==> src/rtl/fpu_div_arbiter.sv <==
// ---------------------------------------------------------------------------
// fpu_div_arbiter
//
// Shares one fixed-latency pipelined divider between two FPU requesters.
// Requests are arbitrated round-robin and the granted operands are driven
// straight onto the divider inputs. A {valid,id,tag} shift register follows
// each operation through the divider. Results are captured into an in-order
// FIFO so the consumer can apply back-pressure. A credit counter (pending)
// covers everything issued but not yet popped. Issue is refused once that
// counter reaches FDEPTH, so the FIFO can never overflow.
//
// Ports
//   clk, rst                 clock (rising edge), asynchronous active-high reset
//   reqN_valid/reqN_ready    request handshake; ready is the combinational grant
//   reqN_a/reqN_b/reqN_tag   dividend, divisor and opaque tag of requester N
//   div_a/div_b              operands to the shared divider (0 when idle)
//   div_q/div_r/div_dbz      divider results, LAT cycles after the operands
//   rsp_valid/rsp_ready      response handshake at the FIFO head
//   rsp_id/rsp_tag           requester index and tag of the head entry
//   rsp_quot/rsp_rem/rsp_dbz quotient, remainder and divide-by-zero flag
//   busy                     any operation issued and not yet consumed
// ---------------------------------------------------------------------------
module fpu_div_arbiter #(
    parameter int WIDTH  = 27,
    parameter int LAT    = 6,
    parameter int TAGW   = 4,
    parameter int FDEPTH = 8
) (
    input  logic             clk,
    input  logic             rst,

    input  logic             req0_valid,
    output logic             req0_ready,
    input  logic [WIDTH-1:0] req0_a,
    input  logic [WIDTH-1:0] req0_b,
    input  logic [TAGW-1:0]  req0_tag,

    input  logic             req1_valid,
    output logic             req1_ready,
    input  logic [WIDTH-1:0] req1_a,
    input  logic [WIDTH-1:0] req1_b,
    input  logic [TAGW-1:0]  req1_tag,

    output logic [WIDTH-1:0] div_a,
    output logic [WIDTH-1:0] div_b,
    input  logic [WIDTH-1:0] div_q,
    input  logic [WIDTH-1:0] div_r,
    input  logic             div_dbz,

    output logic             rsp_valid,
    input  logic             rsp_ready,
    output logic             rsp_id,
    output logic [TAGW-1:0]  rsp_tag,
    output logic [WIDTH-1:0] rsp_quot,
    output logic [WIDTH-1:0] rsp_rem,
    output logic             rsp_dbz,

    output logic             busy
);

    localparam int PW = $clog2(FDEPTH + 1);
    localparam int AW = (FDEPTH > 1) ? $clog2(FDEPTH) : 1;
    // FIFO entry: {id, tag, quotient, remainder, dbz}
    localparam int EW = 1 + TAGW + 2 * WIDTH + 1;
    localparam logic [PW-1:0] FDEPTH_P = PW'(FDEPTH);
    localparam logic [AW-1:0] LAST_IDX = AW'(FDEPTH - 1);

    // ------------------------------------------------------------------
    // Arbitration
    // ------------------------------------------------------------------
    logic [PW-1:0] pending_reg;
    logic          rr_ptr_reg;
    logic          issue_ok;
    logic          grant0;
    logic          grant1;
    logic          issue;
    logic          pop;

    // Credits come from the registered counter only, so a pop releases its
    // slot for issue one cycle later. Grants are masked while reset is held
    // so no handshake can complete during reset.
    assign issue_ok = !rst && (pending_reg < FDEPTH_P);
    assign grant0   = issue_ok && req0_valid && (!req1_valid || !rr_ptr_reg);
    assign grant1   = issue_ok && req1_valid && (!req0_valid ||  rr_ptr_reg);
    assign issue    = grant0 || grant1;

    assign req0_ready = grant0;
    assign req1_ready = grant1;

    always_comb begin
        div_a = '0;
        div_b = '0;
        if (grant0) begin
            div_a = req0_a;
            div_b = req0_b;
        end else if (grant1) begin
            div_a = req1_a;
            div_b = req1_b;
        end
    end

    always_ff @(posedge clk or posedge rst) begin
        if (rst) begin
            rr_ptr_reg <= 1'b0;
        end else if (issue) begin
            // The side that just won loses priority next time.
            rr_ptr_reg <= grant0;
        end
    end

    // ------------------------------------------------------------------
    // In-flight tracking, aligned with the divider pipeline: the last stage
    // is valid in the same cycle as the matching div_q/div_r/div_dbz.
    // ------------------------------------------------------------------
    logic [LAT-1:0]           trk_valid_reg;
    logic [LAT-1:0]           trk_id_reg;
    logic [LAT-1:0][TAGW-1:0] trk_tag_reg;

    always_ff @(posedge clk or posedge rst) begin
        if (rst) begin
            trk_valid_reg <= '0;
            trk_id_reg    <= '0;
            trk_tag_reg   <= '0;
        end else begin
            for (int i = LAT - 1; i > 0; i--) begin
                trk_valid_reg[i] <= trk_valid_reg[i-1];
                trk_id_reg[i]    <= trk_id_reg[i-1];
                trk_tag_reg[i]   <= trk_tag_reg[i-1];
            end
            trk_valid_reg[0] <= issue;
            trk_id_reg[0]    <= grant1;
            trk_tag_reg[0]   <= grant1 ? req1_tag : (grant0 ? req0_tag : '0);
        end
    end

    // ------------------------------------------------------------------
    // Result FIFO
    // ------------------------------------------------------------------
    logic [AW-1:0]              wr_ptr_reg;
    logic [AW-1:0]              rd_ptr_reg;
    logic [PW-1:0]              fifo_cnt_reg;
    logic                       fifo_wr;
    logic [EW-1:0]              wr_entry;
    logic [FDEPTH-1:0][EW-1:0]  fifo_mem;
    logic [EW-1:0]              head_entry;

    assign fifo_wr  = trk_valid_reg[LAT-1];
    assign wr_entry = {trk_id_reg[LAT-1], trk_tag_reg[LAT-1], div_q, div_r, div_dbz};
    assign pop      = rsp_valid && rsp_ready;

    genvar gi;
    generate
        for (gi = 0; gi < FDEPTH; gi++) begin : g_fifo_entry
            logic [EW-1:0] entry_reg;

            always_ff @(posedge clk or posedge rst) begin
                if (rst) begin
                    entry_reg <= '0;
                end else if (fifo_wr && (wr_ptr_reg == AW'(gi))) begin
                    entry_reg <= wr_entry;
                end
            end

            assign fifo_mem[gi] = entry_reg;
        end
    endgenerate

    // Head reads storage only, so an entry written this cycle is visible at
    // the head no earlier than the next cycle.
    assign head_entry = fifo_mem[rd_ptr_reg];
    assign {rsp_id, rsp_tag, rsp_quot, rsp_rem, rsp_dbz} = head_entry;
    assign rsp_valid = (fifo_cnt_reg != '0);

    always_ff @(posedge clk or posedge rst) begin
        if (rst) begin
            wr_ptr_reg   <= '0;
            rd_ptr_reg   <= '0;
            fifo_cnt_reg <= '0;
        end else begin
            if (fifo_wr) begin
                wr_ptr_reg <= (wr_ptr_reg == LAST_IDX) ? '0 : wr_ptr_reg + 1'b1;
            end
            if (pop) begin
                rd_ptr_reg <= (rd_ptr_reg == LAST_IDX) ? '0 : rd_ptr_reg + 1'b1;
            end
            case ({fifo_wr, pop})
                2'b10:   fifo_cnt_reg <= fifo_cnt_reg + 1'b1;
                2'b01:   fifo_cnt_reg <= fifo_cnt_reg - 1'b1;
                default: fifo_cnt_reg <= fifo_cnt_reg;
            endcase
        end
    end

    // ------------------------------------------------------------------
    // Credit counter: covers ops in the divider plus entries in the FIFO.
    // ------------------------------------------------------------------
    always_ff @(posedge clk or posedge rst) begin
        if (rst) begin
            pending_reg <= '0;
        end else begin
            case ({issue, pop})
                2'b10:   pending_reg <= pending_reg + 1'b1;
                2'b01:   pending_reg <= pending_reg - 1'b1;
                default: pending_reg <= pending_reg;
            endcase
        end
    end

    assign busy = (pending_reg != '0);

endmodule
==> config.mk <==
export PLATFORM = sky130hd
export DESIGN_NAME = fpu_div_arbiter
export DESIGN_NICKNAME = d
export VERILOG_FILES = /design/src/rtl/fpu_div_arbiter.sv
export SDC_FILE = /design/constraint.sdc
export NUM_CORES = 1
export LEC_CHECK = 0
export ABC_AREA = 1
export CAP_MARGIN = 10
export CORE_MARGIN = 3
export CORE_UTILIZATION = 60
export CTS_CLUSTER_SIZE = 16
export DETAILED_ROUTE_END_ITERATION = 8
export GPL_TIMING_DRIVEN = 0
export PLACE_DENSITY_LB_ADDON = 0.1
export SLEW_MARGIN = 15
export SYNTH_ARGS = -nofsm -noshare
export SYNTH_HDL_FRONTEND = slang
export SYNTH_SLANG_ARGS = --single-unit
export TNS_END_PERCENT = 1
==> constraint.sdc <==
create_clock -name clk -period 36.1 [get_ports clk]
set_input_delay 7.22 -clock clk [delete_from_list [all_inputs] [get_ports clk]]
set_output_delay 7.22 -clock clk [all_outputs]
set_load 0.01 [all_outputs]
==> metrics.cfg, run 1 <==
[worst_hold_path]
hold_path.class = flip-flop to flip-flop

[global_route]
first_global_vias = 22100
globalRouteTotalUtil = 0.367
antenna_found_initial = 4
grt_remaining_overflow = 0
grt_max_degree = 116
grt_pass1_wl_um = 119000

[timing]
fin_crit_sh = 0.464
setup_viol = 0
tns_ns = 0
tightest_slew_ns = 1.06
fmax_mhz = 59.7
hold_ws_ns = 0.341
hold_viol = 0
setup_ws_ns = 19.35
maxSlewViolCount = 0
rsz0062_at_grt = false
slew_headroom = 0.290
fin_crit_ns = 16.75
final.setup_skew_ns = 0.00932

[place]
gp_congestion = 0.970
place_area_um2 = 27100
port-buffer-count = 293
hpwl_um = 52600
place_ws_ns = 19.37
dp_cells = 3527

[die]
fp.dieH_um = 204
die_w_um = 204
start_util = 0.615
die_area_um2 = 41400
ios = 294
core-area_um2 = 38100
std_cell_rows = 71

[power_and_ir_drop]
ir_worst_vdd_mv = 0.0417
internal_power_mw = 1.72
finalPower_mw = 2.83
powerDensity_nw_per_um2 = 97.3
switching_share = 0.394
cellLeakagePower_nw = 13.6
seqPwrFrac = 0.361
switchingPower_mw = 1.12
p_clk_frac = 0.219
comb_power_share = 0.420

[detailed_routing]
drc = 0
vias = 22000
wl_per_cell_um = 21.2
firstDrtPassIters = 5
routed_wirelength_um = 76900
viasPerCell = 6.06
first_iter_violations = 2881
ant_nets = 0

[finish]
drive_gt1_frac = 0.0629
nets = 3261
final-instance-count-excl-fill = 3631
syn_to_final_growth_pct = 24.4
largest_reg_flops = 480
fin_util = 0.764
design_area_um2 = 29100

[critical_path]
critPathMaxFanout = 10
cp.required_ns = 28.88
critPathLaunchType = primary input
cp_data_arrival_time_ns = 9.53
cp-end-kind = output port
reg2reg_slack_ns = 33.35
path_class = primary input to output port

[logic_synthesis]
avgSynthCellArea_um2 = 8.62
yosysTopAreaCell = dfrtp_1
synth_common_cells = nand2_1 (694), o21ai_0 (672), dfrtp_1 (531)
ys_seq_area_frac = 0.567
synth_top_area_frac = 0.567
synth_fp_nets = 2908
netlist_instances = 2718
netlist-cell-type-count = 24
synthArstFlopShare = 1.00
ys_ff_latch = 531
synth_edf_count = 0
yosysMostFrequentCell = nand2_1
yosysWarnings = 0
synth.cell_area_um2 = 23400
synth_top_flop_cell = dfrtp_1
synth_area_leaders = dfrtp_1 (57%), o21ai_0 (14%), nand2_1 (11%)

[clocking]
cts.repair.resized = 0
clockBufferDepth = 3
cts_hold_buf = 0
cts_setup_buffers = 0
cts_root_buf = clkbuf_16
cts.sinks = 531
cts_buffers = 53
h-tree-depth = 2
cts_tree = yes
cts.clk_slew.worst_paths_ns = 0.06
worstSkewPairLatency_ns = 0.61

[run_status]
outcome = finished, final reports clean

[flow_run]
maxCapViolations = 0

-- worst max-delay path: stages --
cell and delay, ns:
clkdlybuf4s50_1 0.52, nor2_1 0.20, nand3_1 0.14, inv_2 0.18
buf_2 0.26, buf_2 0.25, a22o_1 0.18, clkdlybuf4s50_1 0.58
-- worst paths after layout --
check,startpoint,end,depth (start not counted)
hold / removal,trk_tag_reg[15],trk_tag_reg[19],0
setup / recovery,rst,div_b[10],8
max in group asynchronous,rst,g_fifo_entry[4].entry_reg[1],5
hold reg to reg,trk_tag_reg[15],trk_tag_reg[19],0
setup reg to reg,fifo_cnt_reg[0],fifo_cnt_reg[2],11
min in group asynchronous,rst,pending_reg[0],2
-- placed cells by master, fill, tap and decap left out, types with 60 or more instances in the layout --
cell type	instances
clkdlybuf4s50_1	293
nor2_1	250
inv_1	80
buf_2	67
o21ai_0	672
dfrtp_1	531
o21ai_1	60
nand2_1	694
clkbuf_1	117
o22ai_1	120
-- cell type report --
cell class              instances  area, um^2
repair buffers                298        3070
inverters                      85         329
clock inverters                28         432
clock buffers                  72        1550
diodes                          4        10.0
well taps                     511         639
flip-flops and latches        531       13300
fillers                      2656        8980
plain buffers                 208        1020
multi-input cells            1894        8800
-- power by group through the flow --
| stage | Combinational [mW] | Sequential, mW | Clock (mW) |
|---|---|---|---|
| final | 1.19 | 1.02 | 0.620 |
| after global routing | 1.30 | 1.05 | 0.646 |
| after CTS | 1.17 | 1.02 | 0.621 |
| after detailed placement | 1.15 | 1.02 | 0 |
| after global placement | 1.11 | 1.01 | 0 |
| after floorplan | 0.709 | 0.977 | 0 |
-- per-layer routing --
layer / GRT usage / wire length, um / up-vias
met3: 0.0876 / 8190 / 227
met4: 0.164 / 3570 / 0
met2: 0.599 / 36500 / 1384
met1: 0.471 / 28700 / 10600
li1: - / - / 9808
met5: 0 / 0 / -
-- logic make-up (layout without fill, tap and decap cells) --
group | count (synthesis) | in the layout | share of synthesized area
adders and majority gates | 14 | 14 | 0.00748
AOI/OAI and AO/OA | 913 | 913 | 0.211
other | 0 | 4 | 0
xor gates and xnor gates | 5 | 5 | 0.00187
and+or+nand+nor | 962 | 962 | 0.155
buffers and inverters | 293 | 691 | 0.0572
DFF | 531 | 531 | 0.567
(Power assumes the default switching activity.)
==> inputs of run 2 (changes only) <==
--- a/config.mk
+++ b/config.mk
@@ -8,7 +8,7 @@
 export ABC_AREA = 1
 export CAP_MARGIN = 10
 export CORE_MARGIN = 3
-export CORE_UTILIZATION = 60
+export CORE_UTILIZATION = 56
 export CTS_CLUSTER_SIZE = 16
 export DETAILED_ROUTE_END_ITERATION = 8
 export GPL_TIMING_DRIVEN = 0
==> constraint.sdc (replaced) <==
create_clock -name clk -period 16.8 [get_ports clk]
set_input_delay 3.36 -clock clk [delete_from_list [all_inputs] [get_ports clk]]
set_output_delay 3.36 -clock clk [all_outputs]
set_load 0.01 [all_outputs]
==> run 2 against run 1 <==
Global-route usage decreased by 4.0 points; via count fell by 1.5%; cell area down 0.30%; worst hold slack improved by 0.0055 ns; wire length down 4.4%; clock power rose by 87%.
==> metrics.cfg, run 2 (same netlist as run 1, synthesis figures left out) <==
[timing]
setup_viol = 0  ; unchanged
tns_ns = 0  ; unchanged
maxSlewViolCount = 0  ; unchanged
rsz0062_at_grt = false
slew_headroom = 0.324  ; +0.0338
tightest_slew_ns = 1.01  ; -0.0506 ns
fmax_mhz = 113
fin_crit_sh = 0.526
final.setup_skew_ns = 0.0177  ; +0.00843 ns
hold_viol = 0  ; unchanged
fin_crit_ns = 8.84

[power_and_ir_drop]
powerDensity_nw_per_um2 = 203  ; +110%
ir_worst_vdd_mv = 0.111  ; +170%
cellLeakagePower_nw = 13.6  ; -0.42%

[place]
hpwl_um = 50600  ; -3.7%
gp_congestion = 0.891  ; -8.2%
place_area_um2 = 27400  ; +0.78%
port-buffer-count = 293  ; unchanged

[global_route]
first_global_vias = 21300  ; -3.3%
antenna_found_initial = 0  ; -4
globalRouteTotalUtil = 0.327  ; -0.0397
grt_remaining_overflow = 0  ; unchanged
grt_pass1_wl_um = 116000  ; -3.1%
grt_max_degree = 40  ; -66%

[finish]
largest_reg_flops = 480  ; unchanged
layout_common_cells = nand2_1 (694), o21ai_0 (672), dfrtp_1 (531)
antenna_cells = 0  ; -4
nets = 3272  ; +0.34%
syn_to_final_growth_pct = 24.0
num-fill-cells = 3176  ; +20%
drive_gt1_frac = 0.0628  ; -0.000101
design_area_um2 = 29000  ; -0.30%
final_common_cell = nand2_1

[critical_path]
r2r.worst_path.cells = 11  ; unchanged
cp.required_ns = 13.44  ; -15.44 ns
path_class = primary input to output port
cp_data_arrival_time_ns = 5.48  ; -4.05 ns
critPathMaxFanout = 10  ; unchanged
critPathLaunchType = primary input
cp-end-kind = output port

[die]
die_w_um = 211  ; +3.4%
start_util = 0.570  ; -0.0448
fp.dieH_um = 211  ; +3.4%
ios = 294  ; unchanged
core-area_um2 = 41100  ; +7.9%
die_area_um2 = 44300  ; +6.9%
std_cell_rows = 74  ; +4.2%

[detailed_routing]
wl_per_cell_um = 20.1  ; -5.0%
drc = 0  ; unchanged
first_iter_violations = 2712  ; -5.9%
routed_wirelength_um = 73500  ; -4.4%
maxUsedRoutingLayer = met4
ant_nets = 0  ; unchanged
wl_met2_um = 34200  ; -6.2%
met3_length_um = 7420  ; -9.4%
viasPerCell = 5.93  ; -2.1%
firstDrtPassIters = 6  ; +1
vias = 21700  ; -1.5%
m1WireLength_um = 29700  ; +3.7%

[clocking]
cts.clk_slew.worst_paths_ns = 0.06  ; about the same
cts.sinks = 531  ; unchanged
clockBufferDepth = 3  ; unchanged
cts.repair.resized = 0  ; unchanged
cts_hold_buf = 0  ; unchanged
worstSkewPairLatency_ns = 0.60  ; about the same
cts_setup_buffers = 0  ; unchanged
cts_root_buf = clkbuf_16
h-tree-depth = 2  ; unchanged
cts_tree = yes
cts_buffers = 53  ; unchanged

[worst_hold_path]
min_delay_path_depth = 0  ; unchanged
hold_path.class = flip-flop to flip-flop

[flow_run]
maxCapViolations = 0  ; unchanged

[run_status]
outcome = finished, final reports clean

run 2: changes by cell type in the layout (fill, tap and decap cells not counted), moves of 2 or more:
cell       previous run  this run
bufinv_16            11         2
diode_2               4         0
buf_12                0        15
clkbuf_1            117       122
clkinv_2             11         9
buf_16                5         1
clkbuf_16            55        53
run 2: routing by layer:
metal	track usage	up-vias
li1	-	9816
met1	0.458	10500
met4	0.106	0
met3	0.0726	159
met5	0	-
met2	0.516	1164
run 2: worst paths after layout:
path                                      start                            to  slack (ns)
worst max register to register  fifo_cnt_reg[2]               fifo_cnt_reg[2]       13.99
max in group asynchronous                   rst  g_fifo_entry[4].entry_reg[5]       12.13
worst min-delay path             trk_tag_reg[6]               trk_tag_reg[10]        0.35
worst max-delay path                 req1_valid                     div_b[10]        7.96
min in group asynchronous                   rst                trk_tag_reg[3]        3.18
worst min register to register   trk_tag_reg[6]               trk_tag_reg[10]        0.35
run 2: stage by stage:
stage	power, mW	utilization	instances	hold slack, ns	setup slack (ns)
after floorplan	3.62	-	2718	0.331	6.22
after global placement	4.55	0.657	3543	0.331	3.26
after detailed placement	4.65	0.665	3559	0.335	7.94
after CTS	5.84	0.707	3653	0.349	7.92
after global routing	6.25	0.707	3653	0.350	7.83
final	5.88	0.707	3653	0.347	7.96
run 2: report_power, final:
group	switching [mW]	internal, mW	leakage (nW)
Sequential	0.334	1.86	6.19
Combinational	1.50	1.02	6.57
Clock	0.501	0.663	0.826
Total	2.34	3.54	13.6
run 2: final cells by class:
cell class / instances / area [um^2] / share of cell area
tap: 532 / 666 / 0.0229
buffer: 208 / 1020 / 0.0351
clock buffer: 76 / 1530 / 0.0528
timing repair buffer: 309 / 3260 / 0.112
sequential: 531 / 13300 / 0.457
clock inverter: 18 / 160 / 0.00551
inverter: 85 / 325 / 0.0112
multi-input combinational: 1894 / 8800 / 0.303
run 2: worst max-delay path: stages:
cell and delay [ns]:
clkdlybuf4s50_1 0.49, inv_1 0.04, o21ai_0 0.14, nand2_1 0.12, inv_2 0.12, buf_2 0.23
buf_2 0.24, a22o_1 0.19, clkdlybuf4s50_1 0.54
